==> src/rtl/hash160_pkg.sv <==
// Shared types and constants for the Hash160 (RIPEMD-160 of SHA-256) sequencer.
package hash160_pkg;

  localparam logic [7:0] START_BYTE_DEF = 8'hAA;
  localparam int         MSG_BYTES_DEF  = 64;

  // Second SHA-256 block for a 64-byte message: 0x80, 55 zero bytes, bit length 512 big-endian.
  localparam logic [511:0] SHA_PAD_BLOCK = {8'h80, 440'h0, 64'h0000_0000_0000_0200};

  // Tail after the 32-byte digest: 0x80, 23 zero bytes, bit length 256 little-endian.
  localparam logic [255:0] RMD_PAD_TAIL = {8'h80, 184'h0, 64'h0001_0000_0000_0000};

  typedef enum logic [3:0] {
    IDLE,
    COLLECT,
    SHA1,
    SHA1_WAIT,
    SHA2,
    SHA2_WAIT,
    RMD,
    RMD_WAIT,
    DONE
  } state_e;

  function automatic logic is_busy(input state_e s);
    return !(s == IDLE || s == DONE);
  endfunction

endpackage

==> src/rtl/hash160_msg_buf.sv <==
// Message fill buffer: byte idx lands at [511-8*idx -: 8]; clear zeroes the whole block.
module hash160_msg_buf (
  input  logic         clk,
  input  logic         clear,
  input  logic         load,
  input  logic [5:0]   idx,
  input  logic [7:0]   din,
  output logic [511:0] data
);

  logic [511:0] data_q;
  logic [511:0] data_d;

  always_comb begin
    data_d = data_q;
    if (clear) begin
      data_d = '0;
    end else if (load) begin
      // Byte idx sits 8*(63-idx) bits above the LSB, i.e. base {~idx, 3'b000}.
      data_d[{~idx, 3'b000} +: 8] = din;
    end
  end

  always_ff @(posedge clk) begin
    data_q <= data_d;
  end

  assign data = data_q;

endmodule

==> src/rtl/hash160_ctrl.sv <==
// Hash160 sequencer: collects a framed message, drives SHA-256 twice, then RIPEMD-160 once.
module hash160_ctrl
  import hash160_pkg::*;
#(
  parameter logic [7:0] START_BYTE = START_BYTE_DEF,
  parameter int         MSG_BYTES  = MSG_BYTES_DEF
) (
  input  logic         clk,
  input  logic         rst_n,
  input  logic [7:0]   i_text,
  output logic         o_busy,
  output logic         o_valid,
  output logic [159:0] o_answer,
  input  logic         sha_ready,
  output logic         sha_init,
  output logic         sha_next,
  output logic [511:0] sha_block,
  input  logic         sha_valid,
  input  logic [255:0] sha_digest,
  input  logic         rmd_ready,
  output logic         rmd_init,
  output logic [511:0] rmd_block,
  input  logic         rmd_valid,
  input  logic [159:0] rmd_digest
);

  localparam logic [5:0] LAST_IDX = 6'(MSG_BYTES - 1);

  state_e         state_q, state_d;
  logic [5:0]     cnt_q, cnt_d;
  logic           valid_q, valid_d;
  logic           busy_q, busy_d;
  logic [159:0]   answer_q, answer_d;
  logic [255:0]   digest_q, digest_d;
  logic           buf_clear;
  logic           buf_load;
  logic [511:0]   msg_block;

  hash160_msg_buf u_msg_buf (
    .clk   (clk),
    .clear (buf_clear),
    .load  (buf_load),
    .idx   (cnt_q),
    .din   (i_text),
    .data  (msg_block)
  );

  always_comb begin
    state_d   = state_q;
    cnt_d     = cnt_q;
    valid_d   = valid_q;
    answer_d  = answer_q;
    digest_d  = digest_q;
    buf_clear = 1'b0;
    buf_load  = 1'b0;
    unique case (state_q)
      IDLE, DONE: begin
        if (i_text == START_BYTE) begin
          state_d   = COLLECT;
          cnt_d     = '0;
          valid_d   = 1'b0;
          buf_clear = 1'b1;
        end
      end
      COLLECT: begin
        // Every byte is payload here, including START_BYTE.
        buf_load = 1'b1;
        cnt_d    = cnt_q + 6'd1;
        if (cnt_q == LAST_IDX) state_d = SHA1;
      end
      SHA1:      if (sha_ready) state_d = SHA1_WAIT;
      SHA1_WAIT: if (sha_valid) state_d = SHA2;
      SHA2:      if (sha_ready) state_d = SHA2_WAIT;
      SHA2_WAIT: begin
        if (sha_valid) begin
          digest_d = sha_digest;
          state_d  = RMD;
        end
      end
      RMD:       if (rmd_ready) state_d = RMD_WAIT;
      RMD_WAIT: begin
        if (rmd_valid) begin
          answer_d = rmd_digest;
          valid_d  = 1'b1;
          state_d  = DONE;
        end
      end
      default:   state_d = IDLE;
    endcase
    busy_d = is_busy(state_d);
  end

  always_ff @(posedge clk) begin
    if (!rst_n) begin
      state_q  <= IDLE;
      cnt_q    <= '0;
      valid_q  <= 1'b0;
      busy_q   <= 1'b0;
      answer_q <= '0;
    end else begin
      state_q  <= state_d;
      cnt_q    <= cnt_d;
      valid_q  <= valid_d;
      busy_q   <= busy_d;
      answer_q <= answer_d;
    end
    digest_q <= digest_d;
  end

  // Strobes fire in the issuing state only while the core is ready; the state leaves on that cycle.
  assign sha_init = (state_q == SHA1) && sha_ready;
  assign sha_next = (state_q == SHA2) && sha_ready;
  assign rmd_init = (state_q == RMD)  && rmd_ready;

  // Blocks are gated to their issue/wait states so stale buffer contents never reach a core.
  always_comb begin
    sha_block = '0;
    if (state_q == SHA1 || state_q == SHA1_WAIT) sha_block = msg_block;
    else if (state_q == SHA2 || state_q == SHA2_WAIT) sha_block = SHA_PAD_BLOCK;
  end

  assign rmd_block = (state_q == RMD || state_q == RMD_WAIT) ? {digest_q, RMD_PAD_TAIL} : '0;

  assign o_busy   = busy_q;
  assign o_valid  = valid_q;
  assign o_answer = answer_q;

endmodule
==> config.mk <==
export PLATFORM = sky130hd
export DESIGN_NAME = hash160_ctrl
export DESIGN_NICKNAME = d
export VERILOG_FILES = /design/src/rtl/hash160_pkg.sv /design/src/rtl/hash160_msg_buf.sv /design/src/rtl/hash160_ctrl.sv
export SDC_FILE = /design/constraint.sdc
export NUM_CORES = 2
export LEC_CHECK = 0
export CAP_MARGIN = 40
export CORE_AREA = 3 3 621 623
export DETAILED_ROUTE_END_ITERATION = 10
export DIE_AREA = 0 0 624 626
export PLACE_DENSITY_LB_ADDON = 0.12
export RECOVER_POWER = 25
export SETUP_SLACK_MARGIN = 0.2
export SYNTH_ARGS = -nofsm -noshare
export SYNTH_HDL_FRONTEND = slang
export SYNTH_SLANG_ARGS = --single-unit
==> constraint.sdc <==
create_clock -name clk -period 19.21 [get_ports clk]
set_input_delay 4.8025 -clock clk [delete_from_list [all_inputs] [get_ports clk]]
set_output_delay 4.8025 -clock clk [all_outputs]
set_load 0.01 [all_outputs]
# [Word-level counts from Yosys, hierarchy flattened]
# Index checks and enable logic that the tools add are counted.
# W data, S select, Z words.
[word_totals] register_bits=940 input_bits=430 output_inout_bits=1189 word_cells=63
[classes] addsub=2 eq_ne=13 shift=2 mux=21 bitwise=1 n_reduce_logical=17
[op_table] operator="$mux W512" count=3
[op_table] operator="$bwmux W512" count=1
[op_table] operator="$shift A8 B11 Y512 const A" count=1
[op_table] operator="$shiftx A8 B11 Y512" count=1
[op_table] operator="$mux W4" count=8
[op_table] operator="$pmux W4 S8" count=1
[op_table] operator="$eq A4 B3 Y1 const B" count=4
[op_table] operator="$pmux W6 S2" count=1
[op_table] operator="$neg A9 Y11" count=1
[op_table] operator="$eq A4 B2 Y1 const B" count=2
[op_table] operator="$eq A4 B4 Y1 const B" count=2
[op_table] operator="$eq A8 B8 Y1 const B" count=1
[op_table] operator="$logic_not A4 Y1" count=2
[op_table] operator="$add A6 B1 Y6 const B" count=1
[op_table] operator="$eq A6 B6 Y1 const B" count=1
[op_table] operator="$mux W6" count=1
[op_table] operator="$not A6 Y6" count=1
[op_table] operator="$reduce_and A2 Y1" count=3
[op_table] operator="$mux W1" count=5
[op_table] operator="$eq A4 B1 Y1 const B" count=1
[op_table] operator="$logic_or A1 B1 Y1" count=4
[op_table] operator="$ne A2 B2 Y1 const B" count=2
[op_table] operator="$reduce_bool A2 Y1" count=2
[op_table] operator="$logic_and A1 B1 Y1" count=3
[op_table] operator="4 further kinds" count=4

# [Logic depth before layout (Yosys ltp)]
[logic_depth] ltp_word=6 depth_mapped=11

# [Hierarchy]
# Synthesis repeated with hierarchy kept, for this count alone.
[hier_totals] hier_cells=4260 area_unflattened_um2=42364.4
[by_module_without_submodules] module="hash160_ctrl" instances=1 cells_each=2179 area_per_inst_um2=21466.8
[by_module_without_submodules] module="hash160_msg_buf" instances=1 cells_each=2081 area_per_inst_um2=20897.5

# [Least setup slack after synthesis]
# No wires, ideal clock.
[synth_timing] path_type="input -> register" startpoint="in sha_valid" endpoint="reg digest_q[0] (enable)" setup_ps=877 t_arrival_ps=15464 required_time_ps=18333 path_slack_ps=2870 cell_stages=2 path_cell_list="nand2_1 nor2_1"
[synth_between] elab_chain_cells=1
[synth_rtl] item="from (decl)" line="hash160_ctrl.sv:18" source="input logic sha_valid,"
[synth_rtl] item="$reduce_and A2 Y1 (no source line)"
[synth_rtl] item="to (signal assigned)" line="hash160_ctrl.sv:107" source="digest_q <= digest_d;"
[synth_rtl] item="to (decl)" line="hash160_ctrl.sv:34" source="logic [255:0] digest_q, digest_d;"
# Every way passes these cells.
# A chain may end at the register's enable or synchronous reset.

==> out/qor.yml <==
sta:
  fin_crit_ps: 11120
  tightest_slew_ps: 4520
  fmax_ghz: 0.0899
  relSlewSlack_pct: -202
  tns_ps: 0
  fin_worst_skew_ps: 57.9
  slew_violations: 483
  hold_ws_ps: 451
  grt_setup_unrepaired: "no"
  setup_viol: 0
  hold_violations: 0
  fin_crit_sh_pct: 57.9
die:
  die_height_um: 626
  dieArea_mm2: 0.391
  core_mm2: 0.381
  start_util_pct: 10.6
  fp.dieW_um: 624
  rows: 227
  ios: 1619
clock_network:
  cts_resized: 0
  post_cts_buffers: 0
  cts.sinks: 940
  cts_tree: "yes"
  hold_buffers: 0
  clockRootBuffer: "clkbuf_16"
  cts_buffers: 143
  htree_levels: 4
  path_clk_slew_ps: 50
  clock_latency_ps: 850
  clockBufferDepth: 4
outcome:
  failed_checks: "max-capacitance violations, max-slew violations"
  outcome: "finished with violations"
critical_path:
  cpPeakStageDelay_ps: 3020
  crit_type: "primary input to register"
  reg2reg_from: "state_q[2]$_SDFF_PN0_"
  crit_start: "rst_n"
  end_kind: "register"
  crit_fanout: 97
  crit_path_frequent_cell: "clkbuf_1"
  worstPathRequired_ps: 19960
  arrival_ps: 11870
  crit_chain: "clkbuf_1 > clkbuf_1 > clkbuf_1 > o21ai_0 > a21oi_1"
  start_kind: "primary input"
  crit_slowest_cell: "clkbuf_1"
route:
  drt_iter0_drc: 1794
  wl_per_cell_um: 26.6
  num_vias: 36700
  drcViolationCount: 0
  final_antenna_net_count: 0
  viasPerCell: 3.40
  dr.pass1.iters: 5
  routed_wl_mm: 287
cells_and_area:
  final.fill_count: 42700
  layout-drive-gt1-share_pct: 7.10
  area_growth_pct: 59.1
  final_common_cell: "clkdlybuf4s50_1"
  layout_common_cells: "clkdlybuf4s50_1 (1050), dfxtp_1 (683), nand2_1 (678)"
  final_nets: 6013
placement:
  io_buffer_count: 1364
  dpl.hpwl_mm: 222
  gp_congestion: 0.871
synth:
  synth_area_mm2: 0.0405
  yosys.cell_types.count: 70
  avgSynthCellArea_um2: 9.44
  synth_cells: 4294
  ys_warn_count: 0
  ys.flop_type: "dfxtp_1"
  yosysSeqAreaShare_pct: 52.8
  synth_edf_count: 256
  ys_ff_latch: 940
  synthArstFlopShare_pct: 0
power:
  max-vdd-ir-drop_v: 0.0000604
  power.density_mw_per_mm2: 78.1
  finalPower_w: 0.00503
  p_leak_nw: 23.9
run:
  drv_cap: 9
global_route:
  grt_max_degree: 239
  grt_use_total_pct: 14.1
  grt_pass1_vias: 37300
  grt_pass1_wl_mm: 371
  gr-total-overflow: 0
  antenna_found_initial: 172
hold_path:
  min_from: "u_msg_buf.data[497]$_SDFFE_PP0P_"
  hp-class: "register to register"
where the power goes:
part | leakage [nW] | switching (W) | internal (W)
clock | 2.29 | 0.00110 | 0.00164
sequential | 7.87 | 0.0000192 | 0.00207
combinational | 13.7 | 0.000110 | 0.0000964
worst max-delay path: cells and delay by family:
family,cells,cell delay [ps]
buffers and inverters,3,5640
AOI/OAI and AO/OA,2,1170
metrics by stage:
step / utilization, % / setup slack (ps) / instance area [um^2] / std cells
3_5_place_dp: 15.7 / 8200 / 59800 / 10500
5_1_grt: 16.9 / 7070 / 64400 / 10800
2_1_floorplan: - / 2870 / 41500 / 4547
4_1_cts: 16.9 / 8200 / 64500 / 10700
3_3_place_gp: 15.5 / 8050 / 59200 / 10400
6_report: 16.9 / 8090 / 64500 / 10800
final timing paths:
| path | to | slack (ps) | depth (start not counted) |
|---|---|---|---|
| worst max-delay path | o_busy$_SDFF_PN0_ | 8090 | 5 |
| worst min-delay path | u_msg_buf.data[497]$_SDFFE_PP0P_ | 450 | 2 |
| worst max register to register | digest_q[25]$_DFFE_PP_ | 12160 | 6 |
| worst min register to register | u_msg_buf.data[497]$_SDFFE_PP0P_ | 450 | 2 |
logic make-up after synthesis:
group | Yosys count | synth area share [%]
mux | 172 | 4.25
xor+xnor | 4 | 0.0865
simple gates | 1926 | 24.5
compound gates | 626 | 10.1
other cells | 1 | 0.00925
buf+inv | 622 | 8.19
fa+ha+maj | 3 | 0.0926
flops | 940 | 52.8
final cells by class:
type | count | area, um^2 | area share (%)
Sequential cell | 940 | 21400 | 33.2
Multi-Input combinational cell | 2985 | 17000 | 26.4
Timing Repair Buffer | 1498 | 14900 | 23.1
Tap cell | 5038 | 6300 | 9.78
Clock buffer | 215 | 4190 | 6.49
Clock inverter | 38 | 517 | 0.802
Antenna cell | 54 | 135 | 0.210
Inverter | 12 | 45.0 | 0.0699
layer usage:
layer / global-route usage (%) / part of all wire, % / vias up
met3: 4.80 / 7.7 / 531
met5: 0 / 0.083 / -
met2: 27.6 / 54 / 1460
li1: - / - / 16800
met4: 4.25 / 3.6 / 42
met1: 13.7 / 34 / 17800
cells in the mapped netlist, types with 17 or more instances:
cell type	instances	share of area (%)
buf_1	32	0.30
o31ai_1	51	0.94
o211ai_1	46	0.85
buf_2	17	0.21
dfxtp_1	684	34
a21boi_0	165	3.1
nor2_1	26	0.24
mux2i_1	172	4.2
and2_1	519	8.0
nand3_1	329	4.1
buf_4	256	4.7
nand2_1	683	6.3
nor3_1	25	0.31
o21ai_0	283	3.5
and3_1	269	4.2
edfxtp_1	256	19
clkbuf_1	305	2.8
registers in the layout (all words and copies together), names as in the netlist:
signal,cells
o_busy,1
o_answer,160
digest_q,256
cnt_q,6
state_q,4
u_msg_buf.data,512
o_valid,1
Note: power is estimated with default switching activity, not from simulation.
